`src/rtl/instr_register_ctrl.sv`:
```
// Write arbiter, circular-queue pointer owner and reset/read sequencer for the instruction register.
// Build option: define INSTR_CTRL_FIXED_PRIO_EN for fixed priority (requester 0 wins) instead of round-robin.
module instr_register_ctrl #(
  parameter int OP_W        = 32,
  parameter int OPC_W       = 4,
  parameter int ADDR_W      = 5,
  parameter int DEPTH       = 32,
  parameter int INIT_CYCLES = 2
) (
  input  logic                     clk,
  input  logic                     reset,
  input  logic                     wr0_valid,
  output logic                     wr0_ready,
  input  logic [OP_W-1:0]          wr0_opa,
  input  logic [OP_W-1:0]          wr0_opb,
  input  logic [OPC_W-1:0]         wr0_opc,
  input  logic                     wr1_valid,
  output logic                     wr1_ready,
  input  logic [OP_W-1:0]          wr1_opa,
  input  logic [OP_W-1:0]          wr1_opb,
  input  logic [OPC_W-1:0]         wr1_opc,
  input  logic                     rd_req,
  output logic                     rd_valid,
  output logic [2*OP_W+OPC_W-1:0]  rd_instr,
  output logic                     ir_load_en,
  output logic                     ir_reset_n,
  output logic [OP_W-1:0]          ir_operand_a,
  output logic [OP_W-1:0]          ir_operand_b,
  output logic [OPC_W-1:0]         ir_opcode,
  output logic [ADDR_W-1:0]        ir_write_pointer,
  output logic [ADDR_W-1:0]        ir_read_pointer,
  input  logic [2*OP_W+OPC_W-1:0]  ir_instruction_word,
  output logic [ADDR_W:0]          count,
  output logic                     full,
  output logic                     empty
);

  localparam int IW     = 2*OP_W + OPC_W;
  localparam int NREQ   = 2;
  localparam int INIT_W = (INIT_CYCLES < 2) ? 1 : $clog2(INIT_CYCLES + 1);

  typedef logic [OP_W-1:0]   operand_t;
  typedef logic [OPC_W-1:0]  opcode_t;
  typedef logic [ADDR_W-1:0] address_t;
  typedef logic [ADDR_W:0]   count_t;
  typedef enum logic {INIT, RUN} state_t;

  localparam address_t LAST_ADDR  = address_t'(DEPTH - 1);
  localparam address_t ADDR_ONE   = address_t'(1);
  localparam count_t   COUNT_ONE  = count_t'(1);
  localparam count_t   FULL_COUNT = count_t'(DEPTH);
  localparam logic [INIT_W-1:0] INIT_LAST = INIT_W'(INIT_CYCLES - 1);
  localparam logic [INIT_W-1:0] INIT_ONE  = INIT_W'(1);

  state_t            state_reg;
  logic [INIT_W-1:0] init_cnt_reg;
  logic              ir_reset_n_reg;
  address_t          wr_ptr_reg;
  address_t          rd_ptr_reg;
  count_t            count_reg;
  count_t            count_next;
  logic              last_grant_reg;
  logic              rd_valid_reg;
  logic [IW-1:0]     rd_instr_reg;

  logic              run;
  logic              can_write;
  logic              wr_fire;
  logic              rd_fire;
  logic [NREQ-1:0]   req_valid;
  logic [NREQ-1:0]   grant;

  operand_t req_opa [NREQ];
  operand_t req_opb [NREQ];
  opcode_t  req_opc [NREQ];
  operand_t opa_masked [NREQ];
  operand_t opb_masked [NREQ];
  opcode_t  opc_masked [NREQ];

  assign run       = (state_reg == RUN);
  assign full      = (count_reg == FULL_COUNT);
  assign empty     = (count_reg == '0);
  assign count     = count_reg;
  assign can_write = run && !full;
  assign rd_fire   = run && rd_req && !empty;
  assign wr_fire   = |grant;

  assign req_valid  = {wr1_valid, wr0_valid};
  assign req_opa[0] = wr0_opa;
  assign req_opb[0] = wr0_opb;
  assign req_opc[0] = wr0_opc;
  assign req_opa[1] = wr1_opa;
  assign req_opb[1] = wr1_opb;
  assign req_opc[1] = wr1_opc;

  // Grant is one-hot or zero; a full queue blocks writes even when a read frees a slot this cycle.
  always_comb begin
    grant = '0;
    if (can_write) begin
`ifdef INSTR_CTRL_FIXED_PRIO_EN
      if (wr0_valid)
        grant = 2'b01;
      else if (wr1_valid)
        grant = 2'b10;
`else
      if (wr0_valid && wr1_valid)
        grant = last_grant_reg ? 2'b01 : 2'b10;
      else
        grant = req_valid;
`endif
    end
  end

  // Data from the non-granted requester is masked so idle cycles drive zeros to the register.
  generate
    for (genvar gi = 0; gi < NREQ; gi++) begin : g_mask
      assign opa_masked[gi] = grant[gi] ? req_opa[gi] : '0;
      assign opb_masked[gi] = grant[gi] ? req_opb[gi] : '0;
      assign opc_masked[gi] = grant[gi] ? req_opc[gi] : '0;
    end
  endgenerate

  assign ir_operand_a     = opa_masked[0] | opa_masked[1];
  assign ir_operand_b     = opb_masked[0] | opb_masked[1];
  assign ir_opcode        = opc_masked[0] | opc_masked[1];
  assign wr0_ready        = grant[0];
  assign wr1_ready        = grant[1];
  assign ir_load_en       = wr_fire;
  assign ir_write_pointer = wr_ptr_reg;
  assign ir_read_pointer  = rd_ptr_reg;
  assign ir_reset_n       = ir_reset_n_reg;
  assign rd_valid         = rd_valid_reg;
  assign rd_instr         = rd_instr_reg;

  always_comb begin
    count_next = count_reg;
    case ({wr_fire, rd_fire})
      2'b10:   count_next = count_reg + COUNT_ONE;
      2'b01:   count_next = count_reg - COUNT_ONE;
      default: count_next = count_reg;
    endcase
  end

  // Holds the register in reset for INIT_CYCLES edges, then stays in RUN until reset.
  always_ff @(posedge clk or posedge reset) begin
    if (reset) begin
      state_reg      <= INIT;
      init_cnt_reg   <= '0;
      ir_reset_n_reg <= 1'b0;
    end else begin
      case (state_reg)
        INIT: begin
          if (init_cnt_reg == INIT_LAST) begin
            state_reg      <= RUN;
            ir_reset_n_reg <= 1'b1;
          end else begin
            init_cnt_reg <= init_cnt_reg + INIT_ONE;
          end
        end
        RUN:     ir_reset_n_reg <= 1'b1;
        default: state_reg <= INIT;
      endcase
    end
  end

  always_ff @(posedge clk or posedge reset) begin
    if (reset) begin
      wr_ptr_reg     <= '0;
      rd_ptr_reg     <= '0;
      count_reg      <= '0;
      last_grant_reg <= 1'b1;
      rd_valid_reg   <= 1'b0;
      rd_instr_reg   <= '0;
    end else begin
      count_reg    <= count_next;
      rd_valid_reg <= rd_fire;
      if (wr_fire) begin
        wr_ptr_reg     <= (wr_ptr_reg == LAST_ADDR) ? '0 : wr_ptr_reg + ADDR_ONE;
        last_grant_reg <= grant[1];
      end
      if (rd_fire) begin
        rd_ptr_reg   <= (rd_ptr_reg == LAST_ADDR) ? '0 : rd_ptr_reg + ADDR_ONE;
        rd_instr_reg <= ir_instruction_word;
      end
    end
  end

endmodule

```
`config.mk`:
```
export PLATFORM = sky130hd
export DESIGN_NAME = instr_register_ctrl
export DESIGN_NICKNAME = d
export VERILOG_FILES = /design/src/rtl/instr_register_ctrl.sv
export SDC_FILE = /design/constraint.sdc
export NUM_CORES = 1
export LEC_CHECK = 0
export BUFFER_PORTS_ARGS = -buffer_cell sky130_fd_sc_hd__buf_2
export CAP_MARGIN = 10
export CORE_AREA = 8 8 135 137
export CTS_BUF_LIST = sky130_fd_sc_hd__clkbuf_4 sky130_fd_sc_hd__clkbuf_8
export DETAILED_ROUTE_END_ITERATION = 6
export DIE_AREA = 0 0 143 145
export HOLD_SLACK_MARGIN = 0.12
export SLEW_MARGIN = 5
export SYNTH_ARGS = -nofsm -noshare
export SYNTH_HDL_FRONTEND = slang
export SYNTH_SLANG_ARGS = --single-unit
```
`constraint.sdc`:
```
create_clock -name clk -period 3.81 [get_ports clk]
set_input_delay 1.143 -clock clk [delete_from_list [all_inputs] [get_ports clk]]
set_output_delay 1.143 -clock clk [all_outputs]
set_load 0.01 [all_outputs]
```
==> run summary, run 1 <==
## Clock tree
* **count of clock tree sinks** 90
* **Skew-Pair Late Insertion Delay** 0.37 ns
* **maximum number of buffers from clock root to sink** 2
* **master cell of the clock root buffer** sky130_fd_sc_hd__clkbuf_8
* **TritonCTS clock tree** yes
* **# H-tree levels** 3
* **number of buffers added by the clock tree synthesis step** 9
* **# hold bufs at CTS** 0
* **post-CTS clock slew at the launch and capture registers of the worst setup and hold paths** 0.10 ns

## Logic synthesis
* **flops & latches, synth** 90
* **distinct cell type count after synthesis** 45
* **average footprint of a synthesized cell** 13.0 sq um
* **number of enable-type register cells in the synthesized netlist** 0
* **number of nets in the synthesized netlist** 562
* **sequential-to-total area share from yosys stat** 50.8%
* **Post-Synthesis Cell Area** 0.00443 sq mm
* **Synth async-reset ratio** 100%
* **Synth Warn #** 0
* **Mapped Cells** 342
* **dominant synthesized flop cell** sky130_fd_sc_hd__dfrtp_1

## Worst setup path
* **Req. time, crit path** 2.67 ns
* **CP cell instances** or4_4 > o31ai_4 > buf_4 > a211oi_4 > buf_12 > a22o_1 > buf_2
* **Critical Path Fanout Max** 69
* **CP max stage delay** 0.61 ns
* **crit path launch type** register
* **reg2reg path depth** 12
* **cell type of the slowest stage on the worst timing path** sky130_fd_sc_hd__or4_4
* **number of buffer and inverter stages on the critical path** 3
* **minimum setup slack among reg-to-reg paths** 0.41 ns
* **data arrival time at the worst-slack endpoint** 2.51 ns
* **origin of the critical flop-to-flop path** count[1]$_DFFE_PP0P_
* **type of the worst setup path** reg2out
* **endpoint kind of the worst setup timing path** primary output
* **destination of the worst register-to-register timing path** count[5]$_DFFE_PP0P_
* **crit-path leading delay family** simple AND/OR/NAND/NOR gates

## Route
* **First DRT Iteration DRCs** 155
* **number of vias after detailed routing** 4328
* **Post-Route WL** 19.6 mm
* **final routed wire length divided by cell count** 21.0 um
* **count of antenna-violating nets left after detailed routing** 0
* **amount of wire on met3 after detailed routing** 1.65 mm
* **routed metal-1 wirelength** 7.24 mm
* **vias per std cell** 4.63
* **remaining design rule violation count** 0
* **uppermost metal layer occupied by signal nets** met4
* **first-pass detailed-route iteration total** 4
* **Routed met2 length** 10.2 mm

## Die
* **number of placement rows** 47
* **I/O pin cnt** 368
* **DIE HEIGHT** 145 um
* **area enclosed by the die boundary** 0.0207 sq mm
* **area inside the core boundary** 0.0162 sq mm
* **floorplan die width** 143 um
* **starting density of the core** 27.4%

## STA
* **max-slew violation count** 0
* **highest clock rate** 274 MHz
* **worst-case hold slack** 0.475 ns
* **worst setup skew after layout** 0.0108 ns
* **unrepaired setup endpoints after global routing** no
* **number of failing setup endpoints in the final timing report** 0
* **final cycle utilization of the critical path** 95.8%
* **time the final worst path needs with I/O delays and setup** 3.65 ns
* **final count of hold timing violations** 0
* **actual transition at the worst max-transition pin** 0.986 ns
* **Max transition margin** 34.3%
* **setup TNS** 0 ns

## Pwr
* **leakage power of the design** 3.54 nW
* **VDD IR-drop max** 0.000280 V
* **power density relative to cell area** 541 mW/mm^2

## Layout
* **post-synthesis to final-layout area growth** 52.6%
* **number of flip-flops in the largest register** 68
* **utilization of the core after routing** 41.8%
* **filler instances** 1616
* **net total in the final layout** 924
* **share of final-layout standard cells stronger than drive strength 1** 66.6%

## GRT
* **number of global-route vias before repair** 4544
* **all-layer global routing usage** 18.4%
* **largest net degree at the start of global routing** 77
* **first-pass GRT wire length** 28.6 mm
* **sum of overflow across all layers after global routing** 0
* **number of antenna violations at the first check in global routing** 8

## Placement
* **number of input and output port buffers inserted** 367
* **DPL Wire Length** 16.5 mm
* **RD Place Congestion** 1.04

## Hold path
* **worst hold stages** 1
* **startpoint of the worst hold path** init_cnt_reg[0]$_DFFE_PP0P_
* **classification of the worst-slack hold path** reg2reg
* **destination of the worst hold path** init_cnt_reg[0]$_DFFE_PP0P_

## Flow run
* **Max Cap Violations** 0

## Status
* **status** complete, no violations

-- layout by cell type (no fill, tap or decap), drive strengths merged, types with 2 or more instances in the layout --
cell      count
ha           10
clkbuf       10
inv          13
mux2         73
a211oi        2
xor2          3
clkinvlp      2
nand2         4
nor4b         2
o31ai         3
diode         5
o21ai         7
a22o         68
nor3          3
a21o          3
dfrtp        89
and3          2
nand3         2
xnor2         2
a21oi         2
clkinv        2
nor2b         2
buf         375
or4           2
nor3b         2
nor2          9
-- Yosys cell counts (all sizes together), types with 3 or more instances --
cell type  number  share of area, %
clkbuf         13               1.1
a21o            3              0.51
ha             10               2.8
nand2           4              0.34
dfrtp          89                50
xor2            3              0.59
inv            12               1.0
o31ai           3              0.82
a22o           68                13
nor3            3              0.34
mux2           73                19
buf            11               1.6
nor2            9              0.82
o21ai           7              0.79
-- layer usage --
layer  vias to the layer above  track usage (%)
met5                         -                0
met4                         0             9.73
met3                        29             5.81
met2                       198             32.0
met1                      2080             19.2
li1                       2021                -
-- worst max path at each step --
| stage | start | to | slack (ns) | cells after the start |
|---|---|---|---|---|
| after floorplan | reset | count[0]$_DFFE_PP0P_ | 0.33 | 1 |
| after global placement | wr0_valid | ir_operand_a[4] | 0.29 | 7 |
| after detailed placement | wr0_valid | ir_operand_b[19] | 0.25 | 7 |
| after CTS | count[1]$_DFFE_PP0P_ | ir_operand_b[19] | 0.09 | 7 |
| after global routing | count[1]$_DFFE_PP0P_ | ir_operand_b[20] | 0.07 | 7 |
| final | count[1]$_DFFE_PP0P_ | ir_operand_a[13] | 0.16 | 7 |
-- repair_timing --
item | in CTS | in global routing
resized for setup | 0 | 1
pin swaps | 1 | 0
setup buffers | 2 | 0
endpoints found under the setup margin | 36 | 4
hold endpoints to repair | 0 | 0
-- per-stage QoR --
step / cell area [sq um] / power (mW) / setup WS, ns / instances
after floorplan: 4430 / 2.30 / 0.333 / 342
after CTS: 6750 / 3.73 / 0.0861 / 929
after detailed placement: 6530 / 3.01 / 0.247 / 911
final: 6760 / 3.66 / 0.159 / 934
after global placement: 6530 / 2.99 / 0.291 / 911
after global routing: 6760 / 3.93 / 0.0670 / 934
-- cell type report --
type / count / area [sq um] / area share [%]
clock inverters: 6 / 73.8 / 1.09
inverters: 12 / 46.3 / 0.685
clock buffers: 10 / 131 / 1.94
flip-flops and latches: 90 / 2250 / 33.3
multi-input cells: 216 / 2030 / 30.0
well taps: 220 / 275 / 4.07
diodes: 5 / 12.5 / 0.185
repair buffers: 375 / 1940 / 28.7
-- where the power goes --
group | internal, mW | switching, mW | leakage (nW) | total (mW)
clock | 0.319 | 0.370 | 0.0985 | 0.689
sequential | 1.18 | 0.172 | 1.04 | 1.35
combinational | 0.784 | 0.834 | 2.40 | 1.62
-- kinds of logic (layout without fill, tap and decap cells) --
kind of cell,count (synthesis),in the layout,synth area share (%)
AO/OA/AOI/OAI,94,94,18.2
XOR/XNOR,5,5,0.988
adder cells (fa/ha/maj),11,11,3.28
buffers and inverters,36,403,3.73
flip-flops,90,90,50.8
multiplexers,74,74,18.8
other,0,5,0
AND/OR/NAND/NOR,32,32,4.18
No activity file was read; power rests on OpenSTA's default activity.
==> inputs of run 2 (changes only) <==
--- a/config.mk
+++ b/config.mk
@@ -7,11 +7,14 @@
 export LEC_CHECK = 0
 export BUFFER_PORTS_ARGS = -buffer_cell sky130_fd_sc_hd__buf_2
 export CAP_MARGIN = 10
-export CORE_AREA = 8 8 135 137
+export CELL_PAD_IN_SITES_DETAIL_PLACEMENT = 0
+export CELL_PAD_IN_SITES_GLOBAL_PLACEMENT = 1
+export CORE_MARGIN = 8
+export CORE_UTILIZATION = 28
 export CTS_BUF_LIST = sky130_fd_sc_hd__clkbuf_4 sky130_fd_sc_hd__clkbuf_8
 export DETAILED_ROUTE_END_ITERATION = 6
-export DIE_AREA = 0 0 143 145
 export HOLD_SLACK_MARGIN = 0.12
+export PLACE_DENSITY_LB_ADDON = 0.1
 export SLEW_MARGIN = 5
 export SYNTH_ARGS = -nofsm -noshare
 export SYNTH_HDL_FRONTEND = slang
==> run 2 against run 1 <==
  * Die area down 3.0%
  * Clock power down 5.5%
  * Non-clock buffer count up 6
  * Final cell count down 0.21%
  * Largest cell class unchanged
  * Largest power group unchanged
  * Register-to-register slack better by 0.18 ns
  * Utilization up 1.4 points
  * Worst hold slack worse by 0.0093 ns
  * Global-route usage up 0.72 points
  * Combinational power about the same
  * First-iteration DRC count up 10%
==> run summary, run 2 (synthesized netlist as in run 1, its figures left out) <==
## Route
* **Routed met2 length** 10.0 mm
* **number of vias after detailed routing** 4312
* **first-pass detailed-route iteration total** 4
* **vias per std cell** 4.63
* **First DRT Iteration DRCs** 171
* **uppermost metal layer occupied by signal nets** met5
* **amount of wire on met3 after detailed routing** 1.90 mm
* **remaining design rule violation count** 0
* **routed metal-1 wirelength** 7.80 mm
* **final routed wire length divided by cell count** 21.4 um
* **Post-Route WL** 20.0 mm
* **count of antenna-violating nets left after detailed routing** 0

## Worst setup path
* **Critical Path End** ir_operand_b[28]
* **CP max stage delay** 0.59 ns
* **number of buffer and inverter stages on the critical path** 3
* **Critical Path Source** count[2]$_DFFE_PP0P_
* **minimum setup slack among reg-to-reg paths** 0.59 ns
* **crit-path leading delay family** simple AND/OR/NAND/NOR gates
* **Critical Path Fanout Max** 56
* **CP cell instances** or4_4 > o31ai_4 > buf_4 > nor2_4 > buf_12 > a22o_1 > buf_2
* **destination of the worst register-to-register timing path** count[5]$_DFFE_PP0P_
* **endpoint kind of the worst setup timing path** primary output
* **Req. time, crit path** 2.67 ns
* **crit path launch type** register
* **Stages on worst setup path** 7
* **data arrival time at the worst-slack endpoint** 2.54 ns
* **origin of the critical flop-to-flop path** count[2]$_DFFE_PP0P_
* **type of the worst setup path** reg2out
* **cell type of the slowest stage on the worst timing path** sky130_fd_sc_hd__or4_4
* **reg2reg path depth** 10

## Layout
* **filler instances** 1556
* **net total in the final layout** 930
* **share of final-layout standard cells stronger than drive strength 1** 66.8%
* **post-synthesis to final-layout area growth** 52.7%
* **most used cells in the layout excluding fill and tap cells** sky130_fd_sc_hd__buf_2, sky130_fd_sc_hd__dfrtp_1, sky130_fd_sc_hd__mux2_2, sky130_fd_sc_hd__a22o_1, sky130_fd_sc_hd__buf_4
* **Seq. cell area** 0.00225 sq mm
* **Layout Cell Area excl Fill** 0.00677 sq mm
* **area occupied by multi-input gates** 0.00203 sq mm
* **number of flip-flops in the largest register** 68
* **leading cell type in the layout, fill and taps excluded** sky130_fd_sc_hd__buf_2

## Hold path
* **classification of the worst-slack hold path** reg2reg
* **worst hold stages** 1

## Clock tree
* **master cell of the clock root buffer** sky130_fd_sc_hd__clkbuf_8
* **Skew-Pair Late Insertion Delay** 0.36 ns
* **maximum number of buffers from clock root to sink** 2
* **number of buffers added by the clock tree synthesis step** 9
* **count of clock tree sinks** 90
* **# H-tree levels** 3
* **TritonCTS clock tree** yes
* **post-CTS clock slew at the launch and capture registers of the worst setup and hold paths** 0.09 ns
* **# hold bufs at CTS** 0

## Pwr
* **switching part of the total power** 37.3%
* **VDD IR-drop max** 0.000322 V
* **power density relative to cell area** 542 mW/mm^2
* **switching pwr** 1.37 mW
* **portion of total power attributed to the clock network** 17.8%
* **Internal Power** 2.30 mW
* **leakage power of the design** 3.55 nW
* **relative contribution of sequential cells to total power** 37.2%
* **Combinational Power Share** 45.0%

## STA
* **final cycle utilization of the critical path** 96.8%
* **max-slew violation count** 0
* **highest clock rate** 271 MHz
* **number of failing setup endpoints in the final timing report** 0
* **setup TNS** 0 ns
* **worst setup skew after layout** 0.0109 ns
* **time the final worst path needs with I/O delays and setup** 3.69 ns
* **Max transition margin** 36.5%
* **actual transition at the worst max-transition pin** 0.953 ns
* **final count of hold timing violations** 0
* **unrepaired setup endpoints after global routing** no

## GRT
* **first-pass GRT wire length** 28.8 mm
* **number of antenna violations at the first check in global routing** 6
* **all-layer global routing usage** 19.1%
* **largest net degree at the start of global routing** 77
* **sum of overflow across all layers after global routing** 0
* **number of global-route vias before repair** 4432

## Flow run
* **Max Cap Violations** 0

## Placement
* **RD Place Congestion** 0.929
* **total placed instance area** 0.00656 sq mm
* **DPL Wire Length** 16.8 mm
* **number of input and output port buffers inserted** 367

## Die
* **starting density of the core** 28.3%
* **area inside the core boundary** 0.0157 sq mm
* **I/O pin cnt** 368
* **number of placement rows** 46
* **floorplan die width** 142 um
* **DIE HEIGHT** 142 um
* **area enclosed by the die boundary** 0.0201 sq mm

## Status
* **status** complete, no violations

## run 2: cell types whose count changed in the layout (fill, tap and decap cells not counted)
cell and change:
sky130_fd_sc_hd__clkbuf_4 -1, sky130_fd_sc_hd__buf_6 -1, sky130_fd_sc_hd__inv_6 -1, sky130_fd_sc_hd__buf_4 +8, sky130_fd_sc_hd__clkbuf_8 +1, sky130_fd_sc_hd__inv_8 -1
sky130_fd_sc_hd__diode_2 -2, sky130_fd_sc_hd__buf_12 -1
## run 2: timing repair
action                                 4_1_cts  5_1_grt
buffers inserted                             0        1
setup endpoints to repair                    0        5
endpoints found under the hold margin        0        0
resized for setup                            0        0
## run 2: worst reg2reg max path: cells and delay by family (launching register included)
family	cells	cell delay (ns)
xor+xnor	1	0.14
simple gates	3	0.79
buf+inv	1	0.07
compound gates	3	1.05
flops	1	0.44
fa+ha+maj	2	0.60
## run 2: cell type report
class | instances | share of cell area, %
clock buffer | 10 | 2.03
antenna | 3 | 0.111
multi-input combinational | 216 | 30.0
sequential | 90 | 33.3
clock inverter | 4 | 0.795
timing repair buffer | 381 | 29.1
tap | 216 | 3.99
inverter | 12 | 0.684
## run 2: worst min-delay path by stage
stage,from,end,slack [ns]
global placement,ir_reset_n$_DFFE_PP0N_,ir_reset_n$_DFFE_PP0N_,0.45
floorplan,init_cnt_reg[0]$_DFFE_PP0P_,init_cnt_reg[0]$_DFFE_PP0P_,0.45
global route,ir_reset_n$_DFFE_PP0N_,ir_reset_n$_DFFE_PP0N_,0.48
finish,ir_reset_n$_DFFE_PP0N_,ir_reset_n$_DFFE_PP0N_,0.47
detailed placement,ir_reset_n$_DFFE_PP0N_,ir_reset_n$_DFFE_PP0N_,0.45
CTS,ir_reset_n$_DFFE_PP0N_,ir_reset_n$_DFFE_PP0N_,0.48
## run 2: per-layer routing
| metal | up-vias | track usage [%] |
|---|---|---|
| li1 | 2028 | - |
| met1 | 2071 | 22.2 |
| met2 | 189 | 32.5 |
| met3 | 22 | 7.56 |
| met4 | 2 | 4.35 |
| met5 | - | 0 |
## run 2: power by group through the flow
stage          clock network (mW)  registers [mW]  logic [mW]
2_1_floorplan                   0            1.45       0.855
3_3_place_gp                    0            1.37        1.66
3_5_place_dp                    0            1.38        1.68
4_1_cts                     0.690            1.37        1.68
5_1_grt                     0.722            1.41        1.81
6_report                    0.651            1.37        1.65
## run 2: metrics by stage
step | utilization (%) | hold slack, ns | cells | worst slack [ns] | power, mW
floorplan | - | 0.448 | 342 | 0.333 | 2.30
global placement | 41.9 | 0.450 | 914 | 0.281 | 3.04
detailed placement | 41.9 | 0.454 | 914 | 0.292 | 3.06
CTS | 43.1 | 0.476 | 928 | 0.0619 | 3.74
global route | 43.2 | 0.482 | 931 | 0.00800 | 3.93
finish | 43.2 | 0.466 | 932 | 0.123 | 3.67
